$ cat config.mk
export PLATFORM = sky130hd
export DESIGN_NAME = mem_arbiter_flat
export DESIGN_NICKNAME = d
export VERILOG_FILES = /design/src/rtl/mem_arbiter_pkg.sv /design/src/rtl/mem_arbiter_if.sv /design/src/rtl/mem_arbiter_timer.sv /design/src/rtl/mem_arbiter.sv /design/src/flat_wrapper.sv
export SDC_FILE = /design/constraint.sdc
export NUM_CORES = 1
export LEC_CHECK = 0
export CAP_MARGIN = 20
export CORE_UTILIZATION = 40
export CTS_BUF_LIST = sky130_fd_sc_hd__clkbuf_8
export DETAILED_ROUTE_END_ITERATION = 10
export PLACE_DENSITY = 0.78
export SLEW_MARGIN = 25
export SYNTH_ARGS = -nofsm -noshare
export SYNTH_HDL_FRONTEND = slang
export SYNTH_SLANG_ARGS = --single-unit
$ cat constraint.sdc
create_clock -name clk -period 1.62 [get_ports clk]
set_input_delay 0.162 -clock clk [delete_from_list [all_inputs] [get_ports clk]]
set_output_delay 0.162 -clock clk [all_outputs]
set_load 0.005 [all_outputs]
$ cat src/rtl/mem_arbiter_pkg.sv
// Shared types for the mina memory arbiter.
// Holds the 32-bit word and byte-strobe types reused across the core. It also
// holds the arbiter FSM state and bus-owner enums, the latched memory
// transaction struct, and the arbitration priority function.
package mem_arbiter_pkg;

  typedef logic [31:0] u32_t;
  typedef logic [3:0]  wrstb_t;

  typedef enum logic [1:0] {
    IDLE,
    ISSUE,
    RESP
  } arb_state_t;

  typedef enum logic {
    OWNER_I,
    OWNER_D
  } arb_owner_t;

  typedef struct packed {
    u32_t   addr;
    u32_t   wrdata;
    wrstb_t wrstb;
  } mem_txn_t;

  // Width of the consecutive-data-grant counter; covers a streak limit of 1..15.
  localparam int STREAK_W = 4;

  // Data wins over fetch, except when the data streak has used up its quota
  // while a fetch is waiting.
  function automatic arb_owner_t pick_owner(input logic i_req,
                                            input logic d_req,
                                            input logic streak_full);
    if (d_req && !(i_req && streak_full)) begin
      return OWNER_D;
    end
    return OWNER_I;
  endfunction

endpackage

$ cat src/rtl/mem_arbiter_if.sv
// Bus bundle between the mina core ports, the arbiter and the memory controller.
// Signals:
//   i_req/i_addr/i_done/i_rddata              instruction-fetch port (read-only)
//   d_req/d_addr/d_wrdata/d_wrstb/d_done/d_rddata  data port (wrstb=0 is a read)
//   err                                        timeout flag, valid with a done pulse
//   mem_req/mem_addr/mem_wrdata/mem_wrstb/mem_ack/mem_rddata  memory side
// Modports:
//   slave  - the arbiter's view: takes requests, drives dones and the memory request
//   master - the environment's view: the core ports plus the memory controller
interface mem_arbiter_if;
  import mem_arbiter_pkg::*;

  logic   i_req;
  u32_t   i_addr;
  logic   i_done;
  u32_t   i_rddata;

  logic   d_req;
  u32_t   d_addr;
  u32_t   d_wrdata;
  wrstb_t d_wrstb;
  logic   d_done;
  u32_t   d_rddata;

  logic   err;

  logic   mem_req;
  u32_t   mem_addr;
  u32_t   mem_wrdata;
  wrstb_t mem_wrstb;
  logic   mem_ack;
  u32_t   mem_rddata;

  modport slave (
    input  i_req, i_addr, d_req, d_addr, d_wrdata, d_wrstb, mem_ack, mem_rddata,
    output i_done, i_rddata, d_done, d_rddata, err,
           mem_req, mem_addr, mem_wrdata, mem_wrstb
  );

  modport master (
    output i_req, i_addr, d_req, d_addr, d_wrdata, d_wrstb, mem_ack, mem_rddata,
    input  i_done, i_rddata, d_done, d_rddata, err,
           mem_req, mem_addr, mem_wrdata, mem_wrstb
  );

endinterface

$ cat src/rtl/mem_arbiter_timer.sv
// Transaction timeout counter for the memory arbiter.
// Ports:
//   clk, rst_n  clock and asynchronous active-low reset
//   clear       returns the count to zero (used whenever no transaction is issued)
//   enable      counts one cycle of an outstanding memory request
//   expired     high during the TIMEOUT_CYCLES-th enabled cycle
// TIMEOUT_CYCLES = 0 disables the timeout entirely and expired is tied low.
module mem_arb_timer #(
  parameter int TIMEOUT_CYCLES = 256
) (
  input  logic clk,
  input  logic rst_n,
  input  logic clear,
  input  logic enable,
  output logic expired
);

  generate
    if (TIMEOUT_CYCLES == 0) begin : g_off
      assign expired = 1'b0;
    end else begin : g_on
      localparam int W = (TIMEOUT_CYCLES < 2) ? 1 : $clog2(TIMEOUT_CYCLES);
      localparam logic [W-1:0] LAST = W'(TIMEOUT_CYCLES - 1);

      logic [W-1:0] count;

      // The count stops at LAST so it can never wrap back to a non-expired value.
      always_ff @(posedge clk or negedge rst_n) begin
        if (!rst_n) begin
          count <= '0;
        end else if (clear) begin
          count <= '0;
        end else if (enable && (count != LAST)) begin
          count <= count + W'(1);
        end
      end

      // Fires in the same cycle as the last allowed one, so the FSM can leave
      // ISSUE at the end of that cycle.
      assign expired = enable && (count == LAST);
    end
  endgenerate

endmodule

$ cat src/rtl/mem_arbiter.sv
// Shares one single-port memory bus between the fetch and data ports of the
// mina core. Data has priority over fetch. A streak limit keeps a waiting
// fetch from starving. Each transaction runs IDLE -> ISSUE -> RESP. A timeout
// aborts a transaction the memory never acknowledges.
// Ports:
//   clk, rst_n  clock and asynchronous active-low reset
//   bus         mem_arbiter_if.slave: core request/done ports and memory req/ack
// All outputs are registered.
module mem_arbiter
  import mem_arbiter_pkg::*;
#(
  parameter int MAX_D_STREAK   = 4,
  parameter int TIMEOUT_CYCLES = 256
) (
  input logic          clk,
  input logic          rst_n,
  mem_arbiter_if.slave bus
);

  localparam logic [STREAK_W-1:0] STREAK_MAX = STREAK_W'(MAX_D_STREAK);

  arb_state_t          state, state_next;
  arb_owner_t          owner, grant_owner;
  mem_txn_t            txn, grant_txn;
  logic [STREAK_W-1:0] d_streak, streak_next;
  logic                grant;
  logic                complete;
  logic                resp_err;
  u32_t                resp_data;
  logic                timer_expired;

  logic                mem_req_q;
  logic                i_done_q, d_done_q, err_q;
  u32_t                i_rddata_q, d_rddata_q;

  mem_arb_timer #(
    .TIMEOUT_CYCLES(TIMEOUT_CYCLES)
  ) u_timer (
    .clk    (clk),
    .rst_n  (rst_n),
    .clear  (state != ISSUE),
    .enable (state == ISSUE),
    .expired(timer_expired)
  );

  // Next-state logic. Arbitration only happens in IDLE. In ISSUE, an ack that
  // arrives in the timeout cycle is checked first, so the ack wins.
  always_comb begin
    state_next  = state;
    grant       = 1'b0;
    grant_owner = OWNER_I;
    grant_txn   = '0;
    streak_next = d_streak;
    complete    = 1'b0;
    resp_err    = 1'b0;
    resp_data   = '0;

    case (state)
      IDLE: begin
        if (bus.i_req || bus.d_req) begin
          grant       = 1'b1;
          grant_owner = pick_owner(bus.i_req, bus.d_req, d_streak == STREAK_MAX);
          state_next  = ISSUE;
          if (grant_owner == OWNER_D) begin
            grant_txn.addr   = bus.d_addr;
            grant_txn.wrdata = bus.d_wrdata;
            grant_txn.wrstb  = bus.d_wrstb;
            // Only a data grant that overtakes a waiting fetch counts toward the streak.
            if (!bus.i_req) begin
              streak_next = '0;
            end else if (d_streak != STREAK_MAX) begin
              streak_next = d_streak + STREAK_W'(1);
            end
          end else begin
            grant_txn.addr = bus.i_addr;
            streak_next    = '0;
          end
        end
      end

      ISSUE: begin
        if (bus.mem_ack) begin
          complete   = 1'b1;
          resp_data  = bus.mem_rddata;
          state_next = RESP;
        end else if (timer_expired) begin
          complete   = 1'b1;
          resp_err   = 1'b1;
          state_next = RESP;
        end
      end

      RESP: begin
        state_next = IDLE;
      end

      default: begin
        state_next = IDLE;
      end
    endcase
  end

  // State register.
  always_ff @(posedge clk or negedge rst_n) begin
    if (!rst_n) begin
      state    <= IDLE;
      d_streak <= '0;
    end else begin
      state    <= state_next;
      d_streak <= streak_next;
    end
  end

  // Registered bus outputs. The done pulses are set on the ISSUE->RESP edge,
  // so they line up with the single RESP cycle. mem_req drops on that same edge.
  always_ff @(posedge clk or negedge rst_n) begin
    if (!rst_n) begin
      owner      <= OWNER_I;
      txn        <= '0;
      mem_req_q  <= 1'b0;
      i_done_q   <= 1'b0;
      d_done_q   <= 1'b0;
      err_q      <= 1'b0;
      i_rddata_q <= '0;
      d_rddata_q <= '0;
    end else begin
      if (grant) begin
        owner <= grant_owner;
        txn   <= grant_txn;
      end
      mem_req_q <= (state_next == ISSUE);
      i_done_q  <= complete && (owner == OWNER_I);
      d_done_q  <= complete && (owner == OWNER_D);
      err_q     <= complete && resp_err;
      if (complete && (owner == OWNER_I)) begin
        i_rddata_q <= resp_data;
      end
      if (complete && (owner == OWNER_D)) begin
        d_rddata_q <= resp_data;
      end
    end
  end

  assign bus.mem_req    = mem_req_q;
  assign bus.mem_addr   = txn.addr;
  assign bus.mem_wrdata = txn.wrdata;
  assign bus.mem_wrstb  = txn.wrstb;
  assign bus.i_done     = i_done_q;
  assign bus.d_done     = d_done_q;
  assign bus.err        = err_q;
  assign bus.i_rddata   = i_rddata_q;
  assign bus.d_rddata   = d_rddata_q;

endmodule
$ cat src/flat_wrapper.sv
// flat-port wrapper written by rule: the top's interface ports become plain ports
module mem_arbiter_flat import mem_arbiter_pkg::*;
#(
  parameter int MAX_D_STREAK   = 4,
  parameter int TIMEOUT_CYCLES = 256
)
  (clk, rst_n, bus_i_req, bus_i_addr, bus_d_req, bus_d_addr, bus_d_wrdata, bus_d_wrstb, bus_mem_ack, bus_mem_rddata, bus_i_done, bus_i_rddata, bus_d_done, bus_d_rddata, bus_err, bus_mem_req, bus_mem_addr, bus_mem_wrdata, bus_mem_wrstb);
  mem_arbiter_if bus_i ();
  input logic clk;
  input logic rst_n;
  input wire logic [$bits(bus_i.i_req)-1:0] bus_i_req;
  input wire logic [$bits(bus_i.i_addr)-1:0] bus_i_addr;
  input wire logic [$bits(bus_i.d_req)-1:0] bus_d_req;
  input wire logic [$bits(bus_i.d_addr)-1:0] bus_d_addr;
  input wire logic [$bits(bus_i.d_wrdata)-1:0] bus_d_wrdata;
  input wire logic [$bits(bus_i.d_wrstb)-1:0] bus_d_wrstb;
  input wire logic [$bits(bus_i.mem_ack)-1:0] bus_mem_ack;
  input wire logic [$bits(bus_i.mem_rddata)-1:0] bus_mem_rddata;
  output wire logic [$bits(bus_i.i_done)-1:0] bus_i_done;
  output wire logic [$bits(bus_i.i_rddata)-1:0] bus_i_rddata;
  output wire logic [$bits(bus_i.d_done)-1:0] bus_d_done;
  output wire logic [$bits(bus_i.d_rddata)-1:0] bus_d_rddata;
  output wire logic [$bits(bus_i.err)-1:0] bus_err;
  output wire logic [$bits(bus_i.mem_req)-1:0] bus_mem_req;
  output wire logic [$bits(bus_i.mem_addr)-1:0] bus_mem_addr;
  output wire logic [$bits(bus_i.mem_wrdata)-1:0] bus_mem_wrdata;
  output wire logic [$bits(bus_i.mem_wrstb)-1:0] bus_mem_wrstb;
  assign bus_i.i_req = bus_i_req;
  assign bus_i.i_addr = bus_i_addr;
  assign bus_i.d_req = bus_d_req;
  assign bus_i.d_addr = bus_d_addr;
  assign bus_i.d_wrdata = bus_d_wrdata;
  assign bus_i.d_wrstb = bus_d_wrstb;
  assign bus_i.mem_ack = bus_mem_ack;
  assign bus_i.mem_rddata = bus_mem_rddata;
  assign bus_i_done = bus_i.i_done;
  assign bus_i_rddata = bus_i.i_rddata;
  assign bus_d_done = bus_i.d_done;
  assign bus_d_rddata = bus_i.d_rddata;
  assign bus_err = bus_i.err;
  assign bus_mem_req = bus_i.mem_req;
  assign bus_mem_addr = bus_i.mem_addr;
  assign bus_mem_wrdata = bus_i.mem_wrdata;
  assign bus_mem_wrstb = bus_i.mem_wrstb;
  mem_arbiter #(.MAX_D_STREAK(MAX_D_STREAK), .TIMEOUT_CYCLES(TIMEOUT_CYCLES)) u_core (.clk(clk), .rst_n(rst_n), .bus(bus_i));
endmodule
==> impl_results.md <==
* DRC at 0
* Setup Crit Path Kind: flop to flop
* Synth area leader: dfrtp_1
* Gr usage total at 0.245
* Via count at 6259
* TNS Setup at 0 ps
* Post-Syn Instances at ~600
* Synth Flop Type: dfrtp_1
* PwrDens at 1700 nW/um2
* Number of synthesized flops with an enable pin at 0
* Register area share after synthesis at 0.563
* Final HPWL DP at 14200 um
* Syn Area/Cell at approximately 12 um2
* Synth cell types at 42
* Critical Path Start Type: flop
* Final setup viols at 0
* Final ANT Viol Nets at 0
* Synth cell count leaders: 151 x dfrtp_1, 100 x a22o_1, 65 x a21o_1
* Drt first-iter violations at 422
* RSZ-0062 raised after global routing: true
* Worst EP arrival at 1910 ps
* Clock-pin slew on the worst setup and hold paths at 90 ps
* Core ar. at 16100 um2
* Worst-path cell chain: buf_4 -> nor2_4 -> nand2_1 -> buf_12 -> a22o_1
* Port Buffers at 272
* Worst Max-Slew Pin Slew at around 660 ps
* CP max-delay cell: dfrtp_2
* Peak supply drop at 0.000795 V
* Initial antenna violation count at 0
* Num ports at 273
* Max transition margin at 0.559
* Tcrit/Tclk final at 0.979
* Root Buffer: clkbuf_8
* Ys Warns at 0
* Core Util, Final at 0.637
* Drt first pass iters at 5
* Largest net degree at the start of global routing at 49
* Share of the synthesized area in the top cell type at 0.563
* GP Congestion at approximately 0.81
* Vias in the first global route at 6441
* Critical Path RT at 1940 ps
* Clk sinks at approximately 150
* Clock Skews at 16.5 ps
* Final Hold Viols at 0
* WP buf/inv at 2
* Total wire length at 21000 um
* Total die area at approximately 17000 um2
* Layout Nets at 984
* Element type at the critical path end: flop
* Tmin final at 1590 ps
* Starting density of the core at 0.417
* Clock Tree Buf Depth at 2
* Die W at around 130 um
* Hold Crit Class: input pin to asynchronous set/reset pin
* Largest incremental delay on the critical path at roughly 460 ps
* Row count at 46
* Syn nets at approximately 720
* Outcome: finished clean
* Most instantiated library cell after synthesis: dfrtp_1
* Flops & latches, synth at 151
* Area Overhead vs Synth at 52.9%
* Wire length per cell at 19.6 um
* Vias per cell at 5.83
* P_leak at 4.19 nW
* First-pass GRT wire length at 33600 um
* Ranking of synthesized cells by area: dfrtp_1 56%, a22o_1 13%, a21o_1 7.3%
* Fraction of registers with async set/reset at 1.00
* Clock buffer count from CTS at 17
* CTS tree: done
* Max-Cap Viols at 0
* Max Freq at roughly 630 MHz
* Post-Syn Area at roughly 6700 um2
* CP max FO at 39
* CP top delay family: flip-flops
* Worst-Skew Late Latency at 440 ps
* Slew Limit Fails at 0
* Final Power at 17.4 mW
* H-Tree Depth at 4
* Inserted Diodes at 0
* Overflow after GRT at 0
* Share of post-route cells with drive strength above 1 at 0.0980
* Die Height at ~130 um
[logic make-up (layout without fill, tap and decap cells)]
family                     Yosys count  after routing  synth area share
AOI/OAI and AO/OA                  250            250             0.285
and+or+nand+nor                    108            109            0.0915
DFF                                151            151             0.563
buffers and inverters               67            340            0.0490
adders and majority gates            3              3           0.00559
muxes                                4              4           0.00615
[flip-flops by register name, summed over array words and instances (netlist names)]
name / cells
u_core.state: 2
u_core.bus.err: 1
u_core.bus.i_rddata: 32
u_core.owner: 1
u_core.bus.d_rddata: 32
u_core.d_streak: 4
u_core.bus.mem_addr: 32
u_core.bus.mem_wrdata: 32
u_core.bus.i_done: 1
u_core.u_timer.g_on.count: 8
u_core.bus.mem_wrstb: 4
u_core.bus.mem_req: 1
u_core.bus.d_done: 1
[repair_timing]
item	in CTS	in global routing
hold endpoints to repair	41	0
cloned	1	0
endpoints found under the setup margin	1	86
pin swaps	1	3
gates resized for setup	1	8
hold buffers	1	0
buffers inserted	0	1
[report_power, final]
group | leakage [nW] | internal [mW] | switching (mW) | total, mW
logic | 2.27 | 5.05 | 3.34 | 8.38
clock network | 0.185 | 1.29 | 1.53 | 2.82
registers | 1.74 | 5.21 | 1.03 | 6.24
total | 4.19 | 11.5 | 5.90 | 17.4
[final cells by class]
type	count	area (um2)
sequential	151	3780
inverter	2	7.51
timing repair buffer	306	3150
multi-input combinational	366	2680
clock buffer	18	248
fill	1227	5850
clock inverter	14	138
tap	216	270
[metrics by stage]
stage          instances  area (um2)  worst slack [ps]  hold slack (ps)
2_1_floorplan        583        6720              8.43             -134
3_3_place_gp        1038        9830              -249              139
3_5_place_dp        1038        9830              -379              146
4_1_cts             1072       10200              25.0              218
5_1_grt             1073       10300             -15.3              236
6_report            1073       10300              33.8              226
[routing by layer]
layer | up-vias | part of all wire | track usage | wire (um)
met2 | 311 | 0.52 | 0.431 | 10900
met3 | 26 | 0.071 | 0.0702 | 1500
met1 | 3150 | 0.40 | 0.289 | 8370
met4 | 0 | 0.013 | 0.0678 | 276
met5 | - | 0 | 0 | 0
li1 | 2772 | - | - | -
[placed cells by master (no fill, tap or decap), types with 2 or more instances in the layout]
cell type          n
buf_4             20
clkdlybuf4s50_1  270
clkinvlp_4         4
a311oi_1           2
a31oi_1            3
and3_4             2
o211ai_1          32
dfrtp_1          150
nor2_1             4
and3_1             2
a21o_1            65
nand2_1            8
nor2_4             2
clkbuf_8          18
nand3_1           36
or2_2              2
mux2i_1            3
nand4_1           36
buf_12            13
nor2b_1            2
ha_2               2
a21oi_1            3
nand2b_1           4
o31ai_1            2
inv_6              6
a22o_1           100
inv_2              2
nor3_1             3
o21ai_0           36
[path summary, 6_finish.rpt]
kind / slack, ps / to / depth (start not counted) / start
hold / removal: 230 / u_core.bus.d_rddata[9] / 2 / rst_n
max in group asynchronous: 830 / u_core.bus.mem_addr[5] / 3 / rst_n
min in group clk: 300 / u_core.bus.mem_addr[7] / 3 / bus_i_addr[7]
setup / recovery: 30 / u_core.bus.mem_wrdata[18] / 5 / u_core.state[0]
setup reg to reg: 30 / u_core.bus.mem_wrdata[18] / 5 / u_core.state[0]
hold reg to reg: 510 / u_core.bus.i_rddata[26] / 1 / u_core.bus.i_rddata[26]
Note: power is estimated with default switching activity, not from simulation.
